### src/rtl/dmem_pkg.sv
// Shared types and funct3 decode for the byte-serial data-memory controller.
package dmem_pkg;

  typedef enum logic [1:0] {IDLE, ACCESS, DONE} dmem_state_t;
  typedef enum logic {GNT_CPU, GNT_LDR} grant_t;

  localparam logic [2:0] F3_B  = 3'b000;
  localparam logic [2:0] F3_H  = 3'b001;
  localparam logic [2:0] F3_W  = 3'b010;
  localparam logic [2:0] F3_BU = 3'b100;
  localparam logic [2:0] F3_HU = 3'b101;

  // Number of RAM bytes an access touches; 0 marks an illegal funct3.
  function automatic logic [2:0] f3_bytes(input logic [2:0] funct3);
    case (funct3)
      F3_B, F3_BU: return 3'd1;
      F3_H, F3_HU: return 3'd2;
      F3_W:        return 3'd4;
      default:     return 3'd0;
    endcase
  endfunction

endpackage

### src/rtl/dmem_ctrl_load_extend.sv
// Sign/zero extension of an assembled little-endian load of n bytes.
module load_extend
  import dmem_pkg::*;
(
  input  logic [31:0] raw_i,
  input  logic [2:0]  n_i,
  input  logic        unsigned_i,
  output logic [31:0] ext_o
);

  always_comb begin
    case (n_i)
      3'd1:    ext_o = {{24{raw_i[7] & ~unsigned_i}}, raw_i[7:0]};
      3'd2:    ext_o = {{16{raw_i[15] & ~unsigned_i}}, raw_i[15:0]};
      3'd4:    ext_o = raw_i;
      default: ext_o = '0;
    endcase
  end

endmodule

### src/rtl/dmem_ctrl.sv
// Two-port arbiter and byte-serial sequencer in front of an 8-bit-wide data RAM.
module dmem_ctrl
  import dmem_pkg::*;
#(
  parameter int ADDRESS_WIDTH = 12,
  parameter int DATA_WIDTH    = 32
) (
  input  logic                     clk,
  input  logic                     rst_n,
  input  logic                     cpu_req,
  input  logic                     cpu_we,
  input  logic [2:0]               cpu_funct3,
  input  logic [ADDRESS_WIDTH-1:0] cpu_addr,
  input  logic [DATA_WIDTH-1:0]    cpu_wdata,
  output logic [DATA_WIDTH-1:0]    cpu_rdata,
  output logic                     cpu_ready,
  input  logic                     ldr_req,
  input  logic                     ldr_we,
  input  logic [ADDRESS_WIDTH-1:0] ldr_addr,
  input  logic [DATA_WIDTH-1:0]    ldr_wdata,
  output logic [DATA_WIDTH-1:0]    ldr_rdata,
  output logic                     ldr_ready,
  output logic [ADDRESS_WIDTH-1:0] mem_addr,
  output logic                     mem_we,
  output logic [7:0]               mem_wd,
  input  logic [7:0]               mem_rd
);

  dmem_state_t              state_q;
  grant_t                   gnt_q, last_grant_q;
  logic                     we_q, uns_q, last_q;
  logic [2:0]               n_q;
  logic [1:0]               cnt_q;
  logic [DATA_WIDTH-1:0]    wdata_q, raw_q, raw_d, ext;
  logic [DATA_WIDTH-1:0]    cpu_rdata_q, ldr_rdata_q;
  logic                     cpu_ready_q, ldr_ready_q, mem_we_q;
  logic [ADDRESS_WIDTH-1:0] mem_addr_q;
  logic [7:0]               mem_wd_q;

  grant_t                   pick_d;
  logic                     any_req;
  logic                     sel_we;
  logic [2:0]               sel_f3, sel_n;
  logic [ADDRESS_WIDTH-1:0] sel_addr;
  logic [DATA_WIDTH-1:0]    sel_wdata;

  // Round-robin pick among present requesters; the loader only issues words.
  always_comb begin
    any_req = cpu_req | ldr_req;
    if (cpu_req && (!ldr_req || last_grant_q == GNT_LDR)) pick_d = GNT_CPU;
    else                                                  pick_d = GNT_LDR;
    sel_f3    = (pick_d == GNT_CPU) ? cpu_funct3 : F3_W;
    sel_we    = (pick_d == GNT_CPU) ? cpu_we     : ldr_we;
    sel_addr  = (pick_d == GNT_CPU) ? cpu_addr   : ldr_addr;
    sel_wdata = (pick_d == GNT_CPU) ? cpu_wdata  : ldr_wdata;
    sel_n     = f3_bytes(sel_f3);
    raw_d     = raw_q;
    raw_d[{cnt_q, 3'b000} +: 8] = mem_rd;
  end

  load_extend u_ext (
    .raw_i      (raw_d),
    .n_i        (n_q),
    .unsigned_i (uns_q),
    .ext_o      (ext)
  );

  always_ff @(posedge clk) begin
    if (!rst_n) begin
      state_q      <= IDLE;
      gnt_q        <= GNT_CPU;
      last_grant_q <= GNT_LDR;
      we_q         <= 1'b0;
      uns_q        <= 1'b0;
      last_q       <= 1'b0;
      n_q          <= '0;
      cnt_q        <= '0;
      wdata_q      <= '0;
      raw_q        <= '0;
      cpu_rdata_q  <= '0;
      ldr_rdata_q  <= '0;
      cpu_ready_q  <= 1'b0;
      ldr_ready_q  <= 1'b0;
      mem_we_q     <= 1'b0;
      mem_addr_q   <= '0;
      mem_wd_q     <= '0;
    end else begin
      case (state_q)
        IDLE: begin
          if (any_req) begin
            gnt_q        <= pick_d;
            last_grant_q <= pick_d;
            we_q         <= sel_we;
            uns_q        <= sel_f3[2];
            n_q          <= sel_n;
            cnt_q        <= '0;
            last_q       <= (sel_n == 3'd1);
            wdata_q      <= sel_wdata;
            raw_q        <= '0;
            mem_addr_q   <= sel_addr;
            mem_wd_q     <= sel_wdata[7:0];
            if (sel_n == 3'd0) begin
              // Illegal size: complete immediately with zero data, no RAM traffic.
              state_q <= DONE;
              if (pick_d == GNT_CPU) begin
                cpu_ready_q <= 1'b1;
                cpu_rdata_q <= '0;
              end else begin
                ldr_ready_q <= 1'b1;
                ldr_rdata_q <= '0;
              end
            end else begin
              state_q  <= ACCESS;
              mem_we_q <= sel_we;
            end
          end
        end
        ACCESS: begin
          raw_q <= raw_d;
          if (last_q) begin
            state_q  <= DONE;
            mem_we_q <= 1'b0;
            if (gnt_q == GNT_CPU) begin
              cpu_ready_q <= 1'b1;
              cpu_rdata_q <= we_q ? '0 : ext;
            end else begin
              ldr_ready_q <= 1'b1;
              ldr_rdata_q <= we_q ? '0 : ext;
            end
          end else begin
            cnt_q      <= cnt_q + 2'd1;
            last_q     <= ({1'b0, cnt_q} + 3'd2 == n_q);
            mem_addr_q <= mem_addr_q + 1'b1;
            mem_wd_q   <= wdata_q[15:8];
            wdata_q    <= wdata_q >> 8;
          end
        end
        DONE: begin
          cpu_ready_q <= 1'b0;
          ldr_ready_q <= 1'b0;
          state_q     <= IDLE;
        end
        default: state_q <= IDLE;
      endcase
    end
  end

  assign cpu_rdata = cpu_rdata_q;
  assign cpu_ready = cpu_ready_q;
  assign ldr_rdata = ldr_rdata_q;
  assign ldr_ready = ldr_ready_q;
  assign mem_addr  = mem_addr_q;
  assign mem_we    = mem_we_q;
  assign mem_wd    = mem_wd_q;

endmodule

### config.mk
export PLATFORM = sky130hd
export DESIGN_NAME = dmem_ctrl
export DESIGN_NICKNAME = d
export VERILOG_FILES = /design/src/rtl/dmem_pkg.sv /design/src/rtl/dmem_ctrl_load_extend.sv /design/src/rtl/dmem_ctrl.sv
export SDC_FILE = /design/constraint.sdc
export NUM_CORES = 1
export LEC_CHECK = 0
export CELL_PAD_IN_SITES_DETAIL_PLACEMENT = 1
export CELL_PAD_IN_SITES_GLOBAL_PLACEMENT = 2
export CORE_ASPECT_RATIO = 0.8
export CORE_UTILIZATION = 30
export DETAILED_ROUTE_END_ITERATION = 10
export PLACE_DENSITY_LB_ADDON = 0.1
export RECOVER_POWER = 100
export REMOVE_ABC_BUFFERS = 1
export SYNTH_ARGS = -nofsm -noshare
export SYNTH_HDL_FRONTEND = slang
export SYNTH_SLANG_ARGS = --single-unit
### constraint.sdc
create_clock -name clk -period 3.2 [get_ports clk]
set_input_delay 0.48 -clock clk [delete_from_list [all_inputs] [get_ports clk]]
set_output_delay 0.48 -clock clk [all_outputs]
set_load 0.01 [all_outputs]
### Word-level counts from Yosys, hierarchy flattened

Index checks and enable logic that the tools add are counted.

| operators by class | value |
|---|---|
| mux-type cells | 58 |
| reductions and logical operators | 19 |
| equality and inequality tests | 20 |
| bitwise logic cells | 4 |
| add/subtract/negate cells | 4 |
| shift operators | 2 |

Operators by type and width:

| operator | count |
|---|---|
| two-way mux 32 bit | 15 |
| case mux 32 bit (2 select lines) | 4 |
| case mux 32 bit (3 select lines) | 1 |
| two-way mux 12 bit | 3 |
| bitwise mux 32 bit | 1 |
| variable shift 8 x 7 -> 32 bit (first input constant) | 1 |
| indexed part select 8 x 7 -> 32 bit | 1 |
| case mux 12 bit (2 select lines) | 1 |
| AND reduction 6 bit | 4 |
| inequality test 2 bit (second input constant) | 9 |
| two-way mux 1 bit | 17 |
| two-way mux 8 bit | 2 |
| case mux 8 bit (2 select lines) | 1 |
| adder 12 x 1 -> 12 bit (second input constant) | 1 |
| two-way mux 2 bit | 5 |
| equality test 3 x 1 -> 1 bit (second input constant) | 3 |
| equality test 3 bit (second input constant) | 3 |
| case mux 3 bit (3 select lines) | 1 |
| case mux 2 bit (2 select lines) | 2 |
| negation 5 -> 7 bit | 1 |
| equality test 3 x 2 -> 1 bit (second input constant) | 2 |
| logical NOT 3 bit | 2 |
| case mux 1 bit (3 select lines) | 2 |
| AND reduction 2 bit | 3 |
| other kinds (19) | 22 |

| storage, ports and cells | value |
|---|---|
| register bits after elaboration | 163 |
| output and inout bits | 87 |
| logic and storage cells | 124 |

### Logic depth before layout (Yosys ltp)

Gate-level depths: netlist (run 1).

| logic depth | value |
|---|---|
| depth after elaboration | 11 |
| depth in mapped cells | 10 |

### By module

Synthesis (run 1) repeated with hierarchy kept, for this count alone.

| second synthesis, totals | value |
|---|---|
| cells, all modules | 928 |
| area, all modules | 7,589.8 um^2 |

By module, submodules not included:

| module | times used | cells each | area each (um^2) | sequential area each (um^2) |
|---|---|---|---|---|
| dmem_ctrl | 1 | 885 | 7,225.7 | 3,103.0 |
| load_extend | 1 | 43 | 364.1 | 0.0 |

### Worst setup path before layout (run 1)

OpenSTA, ideal clock, no wires.

| timing path | value |
|---|---|
| path kind | register to register |
| start point | register cnt_q[0] |
| end point | register ldr_rdata_q[21] (netlist: ldr_rdata[21]) |
| cell stages (with the launch flop) | 11 |
| setup slack | 1.109 ns |
| buffers on the path | 3 |
| data arrival time | 2.024 ns |
| setup time | 0.067 ns |
| data required time | 3.133 ns |
| path through | dfxtp_1 > buf_4 > inv_1 > ha_1 > and4b_1 > buf_6 > nand3_4 > a311oi_4 > buf_6 > nor2_1 > o21ai_2 |

| between the ends | value |
|---|---|
| longest elaborated chain between the ends | 9 |

RTL lines:

| item | line | source |
|---|---|---|
| start, declared | dmem_ctrl.sv:33 | `logic [1:0] cnt_q;` |
| start signal, assigned | dmem_ctrl.sv:131 | `cnt_q <= cnt_q + 2'd1;` |
| negation 5 -> 7 bit * | dmem_ctrl.sv:58 | `raw_d[{cnt_q, 3'b000} +: 8] = mem_rd;` |
| indexed part select 8 x 7 -> 32 bit or variable shift 8 x 7 -> 32 bit (tied branches) | dmem_ctrl.sv:58 |  |
| bitwise mux 32 bit * | dmem_ctrl.sv:58 |  |
| bitwise AND 1 bit, on equally long branches | dmem_ctrl_load_extend.sv:14, dmem_ctrl_load_extend.sv:13 |  |
| case mux 32 bit (3 select lines) * | dmem_ctrl_load_extend.sv:12 | `case (n_i)` |
| two-way mux 32 bit * | dmem_ctrl.sv:128 | `ldr_rdata_q <= we_q ? '0 : ext;` |
| two-way mux 32 bit * | dmem_ctrl.sv:123 | `if (gnt_q == GNT_CPU) begin` |
| two-way mux 32 bit * | dmem_ctrl.sv:120 | `if (last_q) begin` |
| case mux 32 bit (2 select lines) * | dmem_ctrl.sv:88 | `case (state_q)` |
| end signal, assigned | dmem_ctrl.sv:128 |  |
| end, declared | dmem_ctrl.sv:35 | `logic [DATA_WIDTH-1:0] cpu_rdata_q, ldr_rdata_q;` |

Every way passes the cells marked *; elsewhere a longest branch is shown, timed or not. The select of a mux whose other input is x is not followed.
A chain may end at the register's enable or synchronous reset.

### Worst setup path in the final report (run 1)

| timing path | value |
|---|---|
| start point | input port ldr_req |
| end point | register cpu_rdata_q[29] (netlist: cpu_rdata[29]) |

| between the ends | value |
|---|---|
| longest elaborated chain between the ends | 10 |

RTL lines:

| item | line | source |
|---|---|---|
| start, declared | dmem_ctrl.sv:17 | `input logic ldr_req,` |
| logical NOT 1 bit | dmem_ctrl.sv:50 | `if (cpu_req && (!ldr_req \|\| last_grant_q == GNT_LDR)) pick_d = GNT_CPU;` |
| logical OR 1 bit | dmem_ctrl.sv:50 |  |
| logical AND 1 bit | dmem_ctrl.sv:50 |  |
| two-way mux 3 bit | dmem_ctrl.sv:52 | `sel_f3 = (pick_d == GNT_CPU) ? cpu_funct3 : F3_W;` |
| equality test 3 x 1 -> 1 bit (tied with other cells) | dmem_pkg.sv:15 | `case (funct3)` |
| OR reduction 2 bit | dmem_pkg.sv:15 |  |
| case mux 3 bit (3 select lines) | dmem_pkg.sv:15 |  |
| logical NOT 3 bit | dmem_ctrl.sv:102 | `if (sel_n == 3'd0) begin` |
| inequality test 2 bit (no source line) | n/a |  |
| AND reduction 6 bit (no source line) * | n/a |  |
| end signal, assigned | dmem_ctrl.sv:125 | `cpu_rdata_q <= we_q ? '0 : ext;` |
| end, declared | dmem_ctrl.sv:35 |  |

Every way passes the cells marked *; elsewhere a longest branch is shown, timed or not.

==> results of run 1 <==
## state kept, by name, indices dropped and copies added, names as in the netlist
| register | count |
|---|---|
| we_q | 1 |
| mem_addr | 12 |
| ldr_ready | 1 |
| raw_q | 32 |
| last_q | 1 |
| cpu_rdata | 32 |
| gnt_q | 1 |
| uns_q | 1 |
| cnt_q | 2 |
| wdata_q | 32 |
| state_q | 2 |
| n_q | 3 |
| ldr_rdata | 32 |
| cpu_ready | 1 |
| mem_we | 1 |
| last_grant_q | 1 |
## critical path, stage by stage
cell	delay, ns
dlygate4sd3_1	0.58
nor2b_1	0.16
o41ai_1	0.97
nand4_1	0.28
clkbuf_1	0.38
o21ai_0	0.25
## layout by cell type, fill, tap and decap left out, types with 12 or more instances in the layout
cell and instances:
dfxtp_1 155, nand2_1 126, clkdlybuf4s50_1 103, dlygate4sd3_1 88, nor2_1 81, o21ai_0 63
a21oi_1 58, mux2_2 39, a22oi_1 31, nand3_1 29, nor2b_1 27, a31oi_1 27
a22o_1 19, clkbuf_16 17, buf_4 16, nand2b_1 12
## where the power goes
group	switching [mW]	total, mW	internal [mW]
Combinational	0.518	0.917	0.399
Sequential	0.0832	2.11	2.02
Clock	0.915	2.20	1.29
## final cells by class
type | instances | area [um^2]
fill | 2712 | 13500
multi-input combinational | 618 | 3670
sequential | 155 | 3100
timing repair buffer | 215 | 2110
clock buffer | 18 | 439
tap | 312 | 390
clock inverter | 14 | 196
inverter | 8 | 30.0
## stage by stage
step | utilization, % | TNS, ns
2_1_floorplan | - | -3.25
3_3_place_gp | 39.9 | 0
3_5_place_dp | 39.9 | 0
4_1_cts | 42.6 | 0
5_1_grt | 42.4 | 0
6_report | 42.4 | 0
## kinds of logic (layout without fill, tap and decap cells)
kind of cell	after synthesis	after routing	synth area share, %
and+or+nand+nor	328	328	21.8
AOI/OAI and AO/OA	235	235	20.7
DFF	155	155	43.1
buffers and inverters	89	255	5.79
muxes	48	48	7.38
adders and majority gates	6	6	1.04
xor gates and xnor gates	1	1	0.122
## per-layer routing
layer  vias to the layer above  GRT usage (%)  wire [um]
li1                       3322              -          -
met1                      3252           27.8      12000
met2                       154           29.2      10000
met3                        21           4.23        989
met4                         0           5.08        264
met5                         -              0          0
## worst max path at each step
stage                             from                         end  slack [ns]  cells after the start
6_report                       ldr_req  cpu_rdata[29]$_SDFFE_PN0P_        0.47                      6
5_1_grt        state_q[0]$_SDFFE_PN0P_   ldr_rdata[5]$_SDFFE_PN0P_        0.23                      5
4_1_cts          cnt_q[0]$_SDFFE_PN0P_      raw_q[17]$_SDFFE_PN0P_        0.63                      6
3_5_place_dp                   ldr_req    wdata_q[31]$_SDFFE_PN0P_        0.49                      7
3_3_place_gp                   ldr_req    wdata_q[31]$_SDFFE_PN0P_        0.55                      7
2_1_floorplan                  ldr_req      raw_q[16]$_SDFFE_PN0P_       -0.20                      5
## cell usage after synthesis (all sizes together), types with 12 or more instances
master	count
o21ai	72
nand3	31
nand2b	12
a22o	19
mux2	40
clkbuf	47
dfxtp	155
a31oi	27
buf	34
a22oi	31
nor2	82
nor2b	27
a21oi	60
nand2	126
==> impl_metrics.json, run 1 <==
{
  "area_growth_pct": 38.2,
  "power.leakage_nw": 3.79,
  "detailedRoute.firstPassIterationCount": 4,
  "clockBufferDepth": 2,
  "critical_path_required_ns": 3.56,
  "final_design_area_no_fill_um2": 9940,
  "min_to": "ldr_rdata[22]$_SDFFE_PN0P_",
  "grt_use_total_pct": 19.4,
  "path_class": "primary input to flip-flop",
  "fin_nets": 1126,
  "r2r_setup_slack_ns": 0.48,
  "worstSkewPairLatency_ns": 0.44,
  "setup.worst_path.start_class": "primary input",
  "drc": 0,
  "fin_cells": 1340,
  "syn-cell-area_um2": 7190,
  "fmax_mhz": 366,
  "async_flop_share_pct": 0,
  "fp.dieH_um": 141,
  "drive_gt1_share_pct": 10.3,
  "grt_pass1_wl_mm": 37.7,
  "numCtsBuffers": 17,
  "ys_ff_latch": 155,
  "antenna_found_initial": 0,
  "synth.distinct_cells": 61,
  "synth_seq_area_share_pct": 43.1,
  "setup_ws_ns": 0.467,
  "critPathMaxFanout": 13,
  "p_per_area_nw_per_um2": 525,
  "synth_top_cell_by_area": "dfxtp_1",
  "core_area_um2": 23500,
  "cts_sinks": 155,
  "worstMarginPinSlew_ns": 1.14,
  "n_antenna_cell": 0,
  "max-slew-margin-rel_pct": 23.3,
  "hp-start": "ldr_rdata[22]$_SDFFE_PN0P_",
  "start_util_pct": 30.7,
  "ys_warn_count": 0,
  "rr_startpoint": "state_q[0]$_SDFFE_PN0P_",
  "totalPowerFinal_mw": 5.22,
  "cts_tree": "built",
  "whs_ns": 0.451,
  "hold_viol": 0,
  "maxCapViolations": 0,
  "io_buffers": 191,
  "vias_per_cell": 5.04,
  "syn-mean-instance-area_um2": 8.34,
  "die_area_um2": 24600,
  "synth-edff-count": 0,
  "period_minus_slack_ns": 2.73,
  "ant_nets": 0,
  "endpoint_kind": "flip-flop",
  "drtIter0Drc": 283,
  "post_cts_buffers": 0,
  "synth_top_area_share_pct": 43.1,
  "die_x_um": 175,
  "status": "completed",
  "wl_per_cell_um": 17.4,
  "place_inst": 1308,
  "row_count": 50,
  "setup_viol": 0,
  "vias": 6749,
  "io_pins": 192,
  "grt_max_degree": 39,
  "cts_resized": 0,
  "synth_cells": 862,
  "hpwl_mm": 16.3,
  "fin_worst_skew_ns": 0.0169,
  "rsz0062_at_grt": "no",
  "drv_slew": 0,
  "period_share_pct": 85.4,
  "r2r-end": "ldr_rdata[9]$_SDFFE_PN0P_",
  "reg2reg_depth": 5,
  "dpl_cell_area_um2": 9350,
  "postCtsHoldBufs": 0,
  "hold_path_class": "flip-flop to flip-flop",
  "cts.htree.levels": 4,
  "cp.arrival_ns": 3.10,
  "overflow": 0,
  "ir_worst_vdd_mv": 0.346,
  "path_clk_slew_ns": 0.07,
  "routed_wl_mm": 23.2,
  "grt_pass1_vias": 6811,
  "gp_congestion": 0.766,
  "synth.area.top_cells": "dfxtp_1 43%, nand2_1 6.6%, mux2_2 6.1%",
  "cts_root_buffer": "clkbuf_16",
  "dp_slack_ns": 0.489,
  "yosys_most_used_dff": "dfxtp_1",
  "min_delay_path_depth": 2
}
Note: power is estimated with default switching activity, not from simulation.
==> run 2: changes to the inputs <==
--- a/config.mk
+++ b/config.mk
@@ -10,6 +10,7 @@
 export CORE_ASPECT_RATIO = 0.8
 export CORE_UTILIZATION = 30
 export DETAILED_ROUTE_END_ITERATION = 10
+export MAX_ROUTING_LAYER = met4
 export PLACE_DENSITY_LB_ADDON = 0.1
 export RECOVER_POWER = 100
 export REMOVE_ABC_BUFFERS = 1
==> run 2 against run 1 <==
  * Fmax up 1.1%
  * Non-clock buffer count did not move
  * First-iteration DRC count is 3.5% higher
  * Worst setup slack improved by 0.031 ns
  * Count of clock-buffer cells in the layout did not move
  * Critical path depth shrank 1
  * Largest cell class unchanged
==> impl_metrics.json, run 2 (synthesis gave the netlist of run 1 again) <==
{
  "status": "completed",
  "hpwl_mm": 16.3,
  "endpoint_kind": "flip-flop",
  "setup.worst_path.start_class": "flip-flop",
  "overflow": 0,
  "die_x_um": 175,
  "gp_congestion": 0.776,
  "dp_slack_ns": 0.489,
  "critical_path_required_ns": 3.53,
  "io_buffers": 191,
  "detailedRoute.firstPassIterationCount": 5,
  "die_area_um2": 24600,
  "rr_startpoint": "state_q[0]$_SDFFE_PN0P_",
  "hp-start": "ldr_rdata[22]$_SDFFE_PN0P_",
  "grt_pass1_wl_mm": 37.7,
  "place_inst": 1308,
  "multi_input_area_um2": 3670,
  "grt_use_total_pct": 20.0,
  "seqCellArea_um2": 3100,
  "worstMarginPinSlew_ns": 1.04,
  "start_util_pct": 30.7,
  "reg2reg_depth": 5,
  "fin_cells": 1340,
  "cts_root_buffer": "clkbuf_16",
  "ir_worst_vdd_mv": 0.349,
  "final_design_area_no_fill_um2": 9940,
  "wl_per_cell_um": 17.4,
  "path_clk_slew_ns": 0.07,
  "antenna_found_initial": 0,
  "final_cell_mix": "155 x dfxtp_1, 126 x nand2_1, 103 x clkdlybuf4s50_1",
  "grt_max_degree": 39,
  "crit_path_start": "state_q[0]$_SDFFE_PN0P_",
  "period_share_pct": 84.5,
  "vias": 6738,
  "p_per_area_nw_per_um2": 525,
  "dpl_cell_area_um2": 9350,
  "final.fill_count": 2712,
  "cts_sinks": 155,
  "hold_viol": 0,
  "cts_resized": 0,
  "mostFrequentLayoutCell": "dfxtp_1",
  "row_count": 50,
  "drv_slew": 0,
  "n_antenna_cell": 0,
  "max-slew-margin-rel_pct": 29.5,
  "post_cts_buffers": 0,
  "path_class": "flip-flop to flip-flop",
  "hold_path_class": "flip-flop to flip-flop",
  "grt_pass1_vias": 6809,
  "maxCapViolations": 0,
  "cp.arrival_ns": 3.03,
  "postCtsHoldBufs": 0,
  "vias_per_cell": 5.03,
  "fp.dieH_um": 141,
  "drtIter0Drc": 293,
  "setup_viol": 0,
  "area_growth_pct": 38.2,
  "core_area_um2": 23500,
  "fin_nets": 1126,
  "drive_gt1_share_pct": 10.4,
  "cts.htree.levels": 4,
  "worstSkewPairLatency_ns": 0.44,
  "io_pins": 192,
  "drc": 0,
  "fmax_mhz": 370,
  "clockBufferDepth": 2,
  "critPathMaxFanout": 22,
  "fin_worst_skew_ns": 0.0141,
  "setup_ws_ns": 0.498,
  "ant_nets": 0,
  "post-route-util_pct": 42.4,
  "period_minus_slack_ns": 2.70,
  "rsz0062_at_grt": "no",
  "numCtsBuffers": 17,
  "whs_ns": 0.451,
  "min_delay_path_depth": 2,
  "routed_wl_mm": 23.3,
  "power.leakage_nw": 3.80,
  "cts_tree": "built"
}
## run 2: cell counts in the layout (fill, tap and decap cells not counted)
No cell type changed its count.
## run 2: worst paths after layout
check,endpoint,slack (ns)
hold / removal,ldr_rdata[22]$_SDFFE_PN0P_,0.45
setup / recovery,ldr_rdata[9]$_SDFFE_PN0P_,0.50
hold reg to reg,ldr_rdata[22]$_SDFFE_PN0P_,0.45
setup reg to reg,ldr_rdata[9]$_SDFFE_PN0P_,0.50
## run 2: area by class of cell
class,count,area share [%]
inverters,8,0.302
clock inverters,14,1.98
well taps,312,3.93
repair buffers,215,21.3
multi-input cells,618,36.9
clock buffers,18,4.42
flip-flops and latches,155,31.2
## run 2: per-stage QoR
stage,TNS [ns],power (mW)
6_report,0,5.22
5_1_grt,0,5.49
4_1_cts,0,5.33
3_5_place_dp,0,3.09
3_3_place_gp,0,3.09
2_1_floorplan,-3.25,2.61
## run 2: per-layer routing
metal | share of wire [%] | track usage, %
met5 | 0 | -
met1 | 52 | 28.1
met4 | 0.88 | 4.67
met2 | 43 | 29.1
met3 | 4.0 | 4.13
## run 2: worst max-delay path, cell delays in order, from the launching register on
cell and delay (ns):
dfxtp_1 0.58, nor2b_1 0.87, and3_1 0.48, nor2_1 0.14, buf_4 0.25, a22o_1 0.26
## run 2: report_power, final
part	switching [mW]	total, mW	internal [mW]
Combinational	0.517	0.915	0.399
Sequential	0.0824	2.11	2.02
Clock	0.915	2.20	1.29
Total	1.51	5.22	3.71
==> run 3: changes to the inputs <==
--- a/config.mk
+++ b/config.mk
@@ -8,7 +8,7 @@
 export CELL_PAD_IN_SITES_DETAIL_PLACEMENT = 1
 export CELL_PAD_IN_SITES_GLOBAL_PLACEMENT = 2
 export CORE_ASPECT_RATIO = 0.8
-export CORE_UTILIZATION = 30
+export CORE_UTILIZATION = 25
 export DETAILED_ROUTE_END_ITERATION = 10
 export MAX_ROUTING_LAYER = met4
 export PLACE_DENSITY_LB_ADDON = 0.1
==> constraint.sdc (replaced) <==
create_clock -name clk -period 2.4 [get_ports clk]
set_input_delay 0.36 -clock clk [delete_from_list [all_inputs] [get_ports clk]]
set_output_delay 0.36 -clock clk [all_outputs]
set_load 0.01 [all_outputs]
==> run 3 against run 2 <==
  * Combinational power rose by 43%
  * Worst setup slack got worse by 0.27 ns
  * Cell area rose by 2.0%
  * Register-to-register slack got worse by 0.27 ns
  * Hold slack got worse by 0.0024 ns
  * Clock power rose by 15%
  * Critical endpoint is now cpu_rdata[6]$_SDFFE_PN0P_
  * Power rose by 27%
==> impl_metrics.json, run 3 (synthesis gave the netlist of run 1 again) <==
{
  "status": "completed",
  "detailedRoute.firstPassIterationCount": 5,
  "drv_slew": 0,
  "critical_path_required_ns": 2.76,
  "final_cell_mix": "155 x dfxtp_1, 126 x nand2_1, 103 x clkdlybuf4s50_1",
  "rr_startpoint": "cnt_q[0]$_SDFFE_PN0P_",
  "cp.arrival_ns": 2.54,
  "area_growth_pct": 40.9,
  "antenna_found_initial": 1,
  "totalPowerFinal_mw": 6.65,
  "grt_max_degree": 74,
  "worstMarginPinSlew_ns": 1.09,
  "fp.dieH_um": 154,
  "cts_resized": 0,
  "drive_gt1_share_pct": 12.1,
  "critPathMaxFanout": 5,
  "dpl_cell_area_um2": 9620,
  "setup.worst_path.start_class": "flip-flop",
  "cts_tree": "built",
  "die_area_um2": 29500,
  "numCtsBuffers": 17,
  "grtUsageMet3_pct": 2.81,
  "fin_nets": 1146,
  "core_area_um2": 28300,
  "ant_nets": 0,
  "overflow": 0,
  "wl_per_cell_um": 17.2,
  "power.leakage_nw": 3.87,
  "grt_pass1_wl_mm": 39.1,
  "maxCapViolations": 0,
  "cts.htree.levels": 4,
  "slowest_stage": "or3b_2",
  "setup_viol": 0,
  "cp_cell_sequence": "inv_1 -> ha_1 -> clkbuf_1 -> or3b_2 -> a21oi_4 -> a21oi_1 -> nor2_1 -> a22o_1",
  "p_per_area_nw_per_um2": 657,
  "cp_num_buf_inv": 2,
  "final.fill_count": 3369,
  "io_pins": 192,
  "drc": 0,
  "cts_sinks": 155,
  "ir_worst_vdd_mv": 0.489,
  "crit_path_start": "cnt_q[0]$_SDFFE_PN0P_",
  "clkPwrFrac_pct": 38.2,
  "grt.met1_usage_pct": 24.1,
  "vias_per_cell": 4.76,
  "path_clk_slew_ns": 0.07,
  "routed_wl_mm": 24.4,
  "grt_use_total_pct": 17.5,
  "mostFrequentLayoutCell": "dfxtp_1",
  "r2r_setup_slack_ns": 0.22,
  "endpoint_kind": "flip-flop",
  "intPower_mw": 4.63,
  "reg2reg_depth": 8,
  "hold_path_class": "flip-flop to flip-flop",
  "setup-tns-final_ns": 0,
  "vias": 6759,
  "rsz0062_at_grt": "no",
  "min_delay_path_depth": 2,
  "io_buffers": 191,
  "period_share_pct": 90.7,
  "pwr-share-comb_pct": 19.7,
  "grt_pass1_vias": 7000,
  "gr-usage-met2_pct": 26.9,
  "cts_root_buffer": "clkbuf_16",
  "p_sw_mw": 2.02,
  "cpLargestDelayFamily": "simple AND/OR/NAND/NOR gates",
  "worstSkewPairLatency_ns": 0.43,
  "final_design_area_no_fill_um2": 10100,
  "fin_worst_skew_ns": 0.0132,
  "gp_congestion": 0.720,
  "fmax_mhz": 460,
  "row_count": 55,
  "max_stage_delay_ns": 0.52,
  "min_to": "cpu_rdata[28]$_SDFFE_PN0P_",
  "period_minus_slack_ns": 2.18,
  "hpwl_mm": 16.9,
  "busiest_layer": "met2",
  "max-slew-margin-rel_pct": 26.8,
  "clockBufferDepth": 2,
  "seq_power_share_pct": 42.1,
  "path_class": "flip-flop to flip-flop",
  "hold_viol": 0,
  "hp-start": "cpu_rdata[28]$_SDFFE_PN0P_",
  "p_sw_share_pct": 30.4,
  "start_util_pct": 25.4,
  "drtIter0Drc": 267,
  "postCtsHoldBufs": 0,
  "r2r-end": "cpu_rdata[6]$_SDFFE_PN0P_",
  "die_x_um": 192
}
-- run 3: power by group through the flow --
stage                     combinational (mW)  clock (mW)  sequential [mW]
after floorplan                        0.620           0             2.86
after detailed placement                1.36           0             2.86
final                                   1.31        2.54             2.80
after global placement                  1.36           0             2.86
after CTS                               1.37        2.64             2.81
after global routing                    1.45        2.73             2.82
-- run 3: repair_timing --
item                       CTS  global route
setup endpoints to repair   21             0
hold endpoints to repair     0             0
setup buffers                1             0
-- run 3: worst min-delay path, cell delays in order (launching register included) --
cell and delay [ns]:
dfxtp_1 0.32, nand2_1 0.04, o21ai_0 0.05
-- run 3: layer usage --
metal | routed length, um | vias up
met5 | 0 | -
met4 | 146 | 0
met3 | 661 | 11
met2 | 10800 | 106
met1 | 12700 | 3257
li1 | - | 3385
-- run 3: worst max path at each step --
stage / end / slack (ns) / depth (start not counted)
after global placement: ldr_rdata[21]$_SDFFE_PN0P_ / -0.16 / 6
final: cpu_rdata[6]$_SDFFE_PN0P_ / 0.22 / 8
after CTS: cpu_rdata[6]$_SDFFE_PN0P_ / 0.23 / 8
after detailed placement: ldr_rdata[23]$_SDFFE_PN0P_ / -0.20 / 6
after floorplan: raw_q[16]$_SDFFE_PN0P_ / -0.93 / 4
after global routing: cpu_rdata[0]$_SDFFE_PN0P_ / 0.05 / 8
-- run 3: layout make-up --
cell class,instances,area [um^2],area share (%)
multi-input cells,618,3670,36.2
flip-flops and latches,155,3100,30.6
repair buffers,235,2320,22.9
well taps,370,463,4.57
clock buffers,18,429,4.23
clock inverters,14,113,1.11
inverters,8,30.0,0.296
diodes,1,2.50,0.0247
-- run 3: metrics by stage --
step	cells	utilization (%)	hold WS, ns	worst slack (ns)
final	1419	35.8	0.448	0.224
after global routing	1419	35.8	0.474	0.0531
after CTS	1418	36.0	0.450	0.231
after detailed placement	1385	34.0	0.441	-0.205
after global placement	1385	34.0	0.440	-0.157
after floorplan	781	-	0.432	-0.931
